### config.mk
export PLATFORM = sky130hd
export DESIGN_NAME = fm_deviation_shaper_flat
export DESIGN_NICKNAME = d
export VERILOG_FILES = /design/src/rtl/fm_deviation_shaper_if.sv /design/src/rtl/fm_deviation_shaper.sv /design/src/flat_wrapper.sv
export SDC_FILE = /design/constraint.sdc
export NUM_CORES = 1
export LEC_CHECK = 0
export CAP_MARGIN = 40
export CORE_ASPECT_RATIO = 1.75
export CORE_UTILIZATION = 40
export CTS_BUF_LIST = sky130_fd_sc_hd__clkbuf_16
export DETAILED_ROUTE_END_ITERATION = 16
export HOLD_SLACK_MARGIN = 0.08
export SLEW_MARGIN = 20
export SYNTH_ARGS = -nofsm -noshare
export SYNTH_HDL_FRONTEND = slang
export SYNTH_SLANG_ARGS = --single-unit
### constraint.sdc
create_clock -name clk -period 8.4 [get_ports clk]
set_input_delay 0.84 -clock clk [delete_from_list [all_inputs] [get_ports clk]]
set_output_delay 0.84 -clock clk [all_outputs]
set_load 0.1 [all_outputs]
### src/rtl/fm_deviation_shaper_if.sv
// rtl/fm_deviation_shaper_if.sv - sample stream and modulator-side signals of fm_deviation_shaper
interface fm_deviation_shaper_if;
  logic        enable;
  logic [15:0] sample_in;
  logic        sample_valid;
  logic [31:0] phase_inc;
  logic        active;
  logic        clipped;

  modport master (
    output enable, sample_in, sample_valid,
    input  phase_inc, active, clipped
  );

  modport slave (
    input  enable, sample_in, sample_valid,
    output phase_inc, active, clipped
  );
endinterface

### src/rtl/fm_deviation_shaper.sv
// rtl/fm_deviation_shaper.sv - audio sample to slew-limited FM phase increment, with mute timeout
// Optional pre-emphasis is compiled in when PREEMPH_EN is defined.
module fm_deviation_shaper #(
  parameter logic [31:0] BASE_PHASE_INCREMENT = 32'h40000000,
  parameter logic [31:0] DEV_SCALE            = 32'h00009A5E,
  parameter int          EMPH_SHIFT           = 2,
  parameter logic [31:0] MAX_STEP             = 32'h00000400,
  parameter int          TIMEOUT_CYCLES       = 4096
) (
  input logic clk,
  input logic rst_n,
  fm_deviation_shaper_if.slave bus
);

  if (EMPH_SHIFT < 0 || EMPH_SHIFT > 8 || MAX_STEP == 32'd0 ||
      TIMEOUT_CYCLES < 4 || TIMEOUT_CYCLES > 65535) begin : g_param_check
    $error("fm_deviation_shaper: parameter out of legal range");
  end

  localparam logic [15:0] TIMEOUT_LOAD = 16'(TIMEOUT_CYCLES - 1);

  typedef enum logic {MUTED = 1'b0, ACTIVE = 1'b1} state_t;
  state_t state_q, state_d;

  logic               accept;
  logic               timeout_hit;
  logic [15:0]        x_q;
  logic               v0_q;
  logic signed [15:0] y_q;
  logic               v1_q;
  logic               clipped_q;
  logic [31:0]        target_q;
  logic [31:0]        phase_q;
  logic [15:0]        cnt_q;

  logic signed [17:0] y_wide;
  logic signed [15:0] y_sat;
  logic               sat_hit;
  logic [47:0]        prod;
  logic [31:0]        target_new;
  logic signed [32:0] slew_diff;
  logic [32:0]        slew_mag;
  logic [31:0]        phase_next;

  assign accept      = bus.enable & bus.sample_valid;
  assign timeout_hit = (state_q == ACTIVE) && (cnt_q == 16'd0) && !accept;

`ifdef PREEMPH_EN
  logic signed [15:0] x_prev_q;
  logic signed [16:0] diff_x;
  logic signed [16:0] diff_sh;

  always_comb begin
    diff_x  = {x_q[15], x_q} - {x_prev_q[15], x_prev_q};
    diff_sh = diff_x >>> EMPH_SHIFT;
    y_wide  = {{2{x_q[15]}}, x_q} + {diff_sh[16], diff_sh};
  end

  // History restarts from silence after a mute so the first new sample is not over-emphasised.
  always_ff @(posedge clk or negedge rst_n) begin
    if (!rst_n) begin
      x_prev_q <= '0;
    end else if (!bus.enable) begin
      x_prev_q <= '0;
    end else if (v0_q) begin
      x_prev_q <= x_q;
    end else if (timeout_hit) begin
      x_prev_q <= '0;
    end
  end
`else
  assign y_wide = {{2{x_q[15]}}, x_q};
`endif

  // Symmetric clamp: -32768 is folded to -32767 so positive and negative deviation match.
  always_comb begin
    sat_hit = 1'b0;
    y_sat   = y_wide[15:0];
    if (y_wide > 18'sd32767) begin
      y_sat   = 16'sd32767;
      sat_hit = 1'b1;
    end else if (y_wide < -18'sd32767) begin
      y_sat   = -16'sd32767;
      sat_hit = 1'b1;
    end
  end

  assign prod       = {{32{y_q[15]}}, y_q} * {16'd0, DEV_SCALE};
  assign target_new = BASE_PHASE_INCREMENT + 32'(prod >> 16);

  always_comb begin
    slew_diff  = {1'b0, target_q} - {1'b0, phase_q};
    slew_mag   = slew_diff[32] ? (~slew_diff + 33'd1) : slew_diff;
    phase_next = target_q;
    if (slew_mag > {1'b0, MAX_STEP}) begin
      phase_next = slew_diff[32] ? (phase_q - MAX_STEP) : (phase_q + MAX_STEP);
    end
  end

  always_ff @(posedge clk or negedge rst_n) begin
    if (!rst_n) begin
      state_q <= MUTED;
    end else begin
      state_q <= state_d;
    end
  end

  always_comb begin
    state_d = state_q;
    if (!bus.enable) begin
      state_d = MUTED;
    end else begin
      case (state_q)
        MUTED:   if (v1_q) state_d = ACTIVE;
        ACTIVE:  if (timeout_hit) state_d = MUTED;
        default: state_d = MUTED;
      endcase
    end
  end

  always_ff @(posedge clk or negedge rst_n) begin
    if (!rst_n) begin
      x_q       <= '0;
      v0_q      <= 1'b0;
      y_q       <= '0;
      v1_q      <= 1'b0;
      clipped_q <= 1'b0;
    end else if (!bus.enable) begin
      v0_q      <= 1'b0;
      v1_q      <= 1'b0;
      clipped_q <= 1'b0;
    end else begin
      v0_q      <= accept;
      v1_q      <= v0_q;
      clipped_q <= v0_q & sat_hit;
      if (accept) x_q <= bus.sample_in;
      if (v0_q)   y_q <= y_sat;
    end
  end

  // Disabling snaps the carrier to centre at once; a timeout only retargets and lets the slew run.
  always_ff @(posedge clk or negedge rst_n) begin
    if (!rst_n) begin
      target_q <= BASE_PHASE_INCREMENT;
      phase_q  <= BASE_PHASE_INCREMENT;
    end else if (!bus.enable) begin
      target_q <= BASE_PHASE_INCREMENT;
      phase_q  <= BASE_PHASE_INCREMENT;
    end else begin
      phase_q <= phase_next;
      if (v1_q) begin
        target_q <= target_new;
      end else if (timeout_hit || state_q == MUTED) begin
        target_q <= BASE_PHASE_INCREMENT;
      end
    end
  end

  always_ff @(posedge clk or negedge rst_n) begin
    if (!rst_n) begin
      cnt_q <= '0;
    end else if (!bus.enable) begin
      cnt_q <= '0;
    end else if (accept) begin
      cnt_q <= TIMEOUT_LOAD;
    end else if (cnt_q != 16'd0) begin
      cnt_q <= cnt_q - 16'd1;
    end
  end

  assign bus.phase_inc = phase_q;
  assign bus.active    = (state_q == ACTIVE);
  assign bus.clipped   = clipped_q;

endmodule

### src/flat_wrapper.sv
// flat-port wrapper written by rule: the top's interface ports become plain ports
module fm_deviation_shaper_flat 
#(
  parameter logic [31:0] BASE_PHASE_INCREMENT = 32'h40000000,
  parameter logic [31:0] DEV_SCALE            = 32'h00009A5E,
  parameter int          EMPH_SHIFT           = 2,
  parameter logic [31:0] MAX_STEP             = 32'h00000400,
  parameter int          TIMEOUT_CYCLES       = 4096
)
  (clk, rst_n, bus_enable, bus_sample_in, bus_sample_valid, bus_phase_inc, bus_active, bus_clipped);
  fm_deviation_shaper_if bus_i ();
  input logic clk;
  input logic rst_n;
  input wire logic [$bits(bus_i.enable)-1:0] bus_enable;
  input wire logic [$bits(bus_i.sample_in)-1:0] bus_sample_in;
  input wire logic [$bits(bus_i.sample_valid)-1:0] bus_sample_valid;
  output wire logic [$bits(bus_i.phase_inc)-1:0] bus_phase_inc;
  output wire logic [$bits(bus_i.active)-1:0] bus_active;
  output wire logic [$bits(bus_i.clipped)-1:0] bus_clipped;
  assign bus_i.enable = bus_enable;
  assign bus_i.sample_in = bus_sample_in;
  assign bus_i.sample_valid = bus_sample_valid;
  assign bus_phase_inc = bus_i.phase_inc;
  assign bus_active = bus_i.active;
  assign bus_clipped = bus_i.clipped;
  fm_deviation_shaper #(.BASE_PHASE_INCREMENT(BASE_PHASE_INCREMENT), .DEV_SCALE(DEV_SCALE), .EMPH_SHIFT(EMPH_SHIFT), .MAX_STEP(MAX_STEP), .TIMEOUT_CYCLES(TIMEOUT_CYCLES)) u_core (.clk(clk), .rst_n(rst_n), .bus(bus_i));
endmodule
==> Flow_metrics.wiki <==
{| class="wikitable"
! Metric !! Value
|-
| RSZ-0062 raised after global routing || no
|-
| Starting density of the core || 40.7%
|-
| Clock buffers created by TritonCTS || 17
|-
| Register bit count reported by yosys || 116
|-
| Share of layout cells above drive strength 1 || 7.35%
|-
| Pin count of the biggest net entering global routing || 69
|-
| TritonCTS clock tree || done
|-
| Kind of start point of the critical path || flip-flop
|-
| CP cell instances || fa_1, inv_1, fa_1, inv_1, ha_1, fa_1, fa_1, inv_1, fa_1, inv_1, ha_1, or3_1, a221oi_1, o21a_1, o211ai_1, a41oi_1, o21ai_0, a21oi_1, o311ai_0, and2_1, or2_2, a21oi_1, a21o_1
|-
| Arrival time worst endpoint || 7.47 ns
|-
| Via count of the first global-routing pass || 12,400
|-
| Chip height || 250 µm
|-
| Count of synthesis-stage warnings from yosys || 0
|-
| Total wire length after detailed routing || 36.9 mm
|-
| Antenna violations before repair || 0
|-
| Latest clock arrival within the worst-skew pair || 0.43 ns
|-
| H-tree depth reported by CTS || 4
|-
| Delay of the slowest cell on the worst path || 0.60 ns
|-
| Final number of max-transition violations || 0
|-
| Post-route DRC || 0
|-
| Number of buffers on the longest clock path || 2
|-
| Syn nets || 1,897
|-
| Fraction of post-synthesis cell area in the top cell type by area || 20.3%
|-
| Placer's final routability congestion estimate || 0.878
|-
| Setup Crit Path Kind || reg2reg
|-
| Routed via count divided by cell count || 5.45
|-
| Fmax achieved || 0.141 GHz
|-
| Area Overhead vs Synth || 15.6%
|-
| Number of standard-cell rows in the floorplan || 90
|-
| Accumulated negative setup slack || 0 ns
|-
| Hold-fix buffers, CTS || 0
|-
| Global-route wire length before repair || 61.6 mm
|-
| Max_cap viols || 0
|-
| Clock-pin slew on the worst setup and hold paths || 0.06 ns
|-
| Number of gates resized after cts || 0
|-
| Post-Synthesis Cell Area || 14,100 µm²
|-
| Skew final || 0.0115 ns
|-
| Period utilisation layout || 84.6%
|-
| Number of setup violations in the final report || 0
|-
| Dominant synthesized flop cell || dfrtp_1
|-
| Kind of end point of the critical path || flip-flop
|-
| Congestion Overflow GR || 0
|-
| Final Hold Fails || 0
|-
| Setup Fix Bufs, Post-CTS || 0
|-
| Most area-hungry cell type in the Yosys netlist || dfrtp_1
|-
| Maximum fanout encountered on the critical timing path || 10
|-
| Post-layout min period || 7.10 ns
|-
| Number of distinct library cell variants in the gate-level netlist after synthesis || 87
|-
| GRT Util Overall || 21.9%
|-
| Core area || 34,600 µm²
|-
| Detailed-routing iteration count for the pre-antenna-repair pass || 5
|-
| Worst path most repeated cell || fa_1
|-
| Half-perimeter wire length after detailed placement || 30.6 mm
|-
| Cells taking the most area after synthesis || dfrtp_1, fa_1, ha_1
|-
| Post-synthesis area per instance || 8.81 µm²
|-
| I/O pin count || 54
|-
| Number of routed nets with antenna violations || 0
|-
| Worst max-slew margin expressed relative to the limit || 41.0%
|-
| Die Outline Area || 36,000 µm²
|-
| Count of flip-flops with a built-in enable after synthesis || 0
|-
| CTS root buffer || clkbuf_16
|-
| DR WL/cell || 17.2 µm
|-
| Final layout net count || 1,972
|-
| Slew @ Worst Pin || 0.874 ns
|-
| Required time at the endpoint of the critical path || 8.76 ns
|-
| Total vias in the final route || 11,700
|-
| Worst hold-check path type || in2async
|-
| Antenna cell count || 0
|-
| Number of clock sinks seen by CTS || 116
|-
| Status || finished, final reports clean
|-
| Count of port buffers added during placement || 53
|-
| Cells after Synth || 1,598
|-
| Horiz. Die Dim || 144 µm
|-
| Slowest cell on the critical path || fa_1
|-
| Share of synthesized flip-flops with an asynchronous set or reset || 100%
|-
| Starting DRC count in detailed routing || 308
|-
| Portion of the post-synthesis area used by sequential elements || 20.6%
|}
[area by class of cell]
type	instances	area [µm²]
multi-input cells	1189	10000
repair buffers	99	1210
fillers	3401	18300
clock buffers	17	425
flip-flops and latches	116	2910
well taps	460	576
clock inverters	15	180
inverters	250	938
[path summary, 6_finish.rpt]
kind,startpoint,endpoint,slack [ns],depth (start not counted)
worst max-delay path,u_core.y_q[10],u_core.target_q[20],1.30,23
worst min-delay path,rst_n,u_core.bus.phase_inc[25],0.43,1
worst max register to register,u_core.y_q[10],u_core.target_q[20],1.30,23
worst min register to register,u_core.target_q[30],u_core.target_q[30],0.51,2
max in group asynchronous,rst_n,u_core.target_q[1],6.85,3
min in group clk,u_core.target_q[30],u_core.target_q[30],0.51,2
[Yosys cell counts (all sizes together), types with 4 or more instances]
library cell	count
and2	13
o31ai	9
o211ai	14
o21bai	5
o211a	4
nor3b	4
a2111oi	4
a21o	41
a211oi	21
o32ai	5
or3	18
a31oi	9
nor2b	6
xor2	29
buf	14
nand4	13
a32o	4
nand3	28
clkbuf	29
or4b	5
nor4	14
a211o	6
xnor2	38
mux2	18
nor2	94
and3	9
nand2b	26
or2	9
o311ai	4
nand2	144
o21a	16
a21oi	68
a31o	4
dfrtp	114
o2111ai	5
nor3	32
fa	108
or4	8
o21ai	83
ha	171
nand3b	10
inv	249
mux2i	31
a41o	5
o22ai	7
[state kept, by name, summed over array words and instances, names as in the netlist]
| signal | count |
|---|---|
| u_core.bus.active | 1 |
| u_core.bus.clipped | 1 |
| u_core.bus.phase_inc | 32 |
| u_core.cnt_q | 16 |
| u_core.target_q | 32 |
| u_core.v0_q | 1 |
| u_core.v1_q | 1 |
| u_core.x_q | 16 |
| u_core.y_q | 16 |
[per-layer routing]
layer	part of all wire [%]	vias to the layer above	global-route usage, %
met3	1.9	92	1.91
met4	4.5	0	11.5
met2	56	209	41.9
li1	-	5686	-
met1	37	5717	23.0
met5	0	-	0
[critical path: cells and delay by family, from the launching register on]
family | cells | cell delay (ns)
DFF | 1 | 0.55
and+or+nand+nor | 3 | 0.89
adders and majority gates | 7 | 3.12
AOI/OAI and AO/OA | 9 | 2.27
buffers and inverters | 4 | 0.19
[stage by stage]
step / cell area, µm² / hold slack [ns] / worst slack, ns / util (%) / instances
3_5_place_dp: 15600 / 0.507 / 1.27 / 45.2 / 2113
6_report: 16300 / 0.429 / 1.30 / 47.0 / 2146
2_1_floorplan: 14100 / 0.464 / 1.74 / - / 1598
4_1_cts: 16200 / 0.458 / 1.27 / 47.0 / 2145
5_1_grt: 16300 / 0.485 / 0.861 / 47.0 / 2146
3_3_place_gp: 15000 / 0.507 / 1.40 / 43.5 / 2078
[placed cells by master, fill, tap and decap left out, drive strengths merged, types with 21 or more instances in the layout]
cell	instances
mux2i	31
nand2b	26
a211oi	21
dfrtp	114
o21ai	83
xor2	29
nand3	28
nand2	144
nor3	32
ha	171
a21oi	68
buf	48
fa	108
nor2	94
clkdlybuf4s50	51
xnor2	38
a21o	41
inv	254
[logic make-up after synthesis]
group,Yosys count,share of synthesized area (%)
AO/OA/AOI/OAI,349,16.9
XOR/XNOR,67,4.17
adder cells (fa/ha/maj),279,30.6
buffers and inverters,293,8.13
flip-flops,116,20.6
multiplexers,49,3.65
AND/OR/NAND/NOR,445,15.9
Power is not shown: default switching activity piles up to over one toggle a cycle in this logic, so the estimate is an artifact.
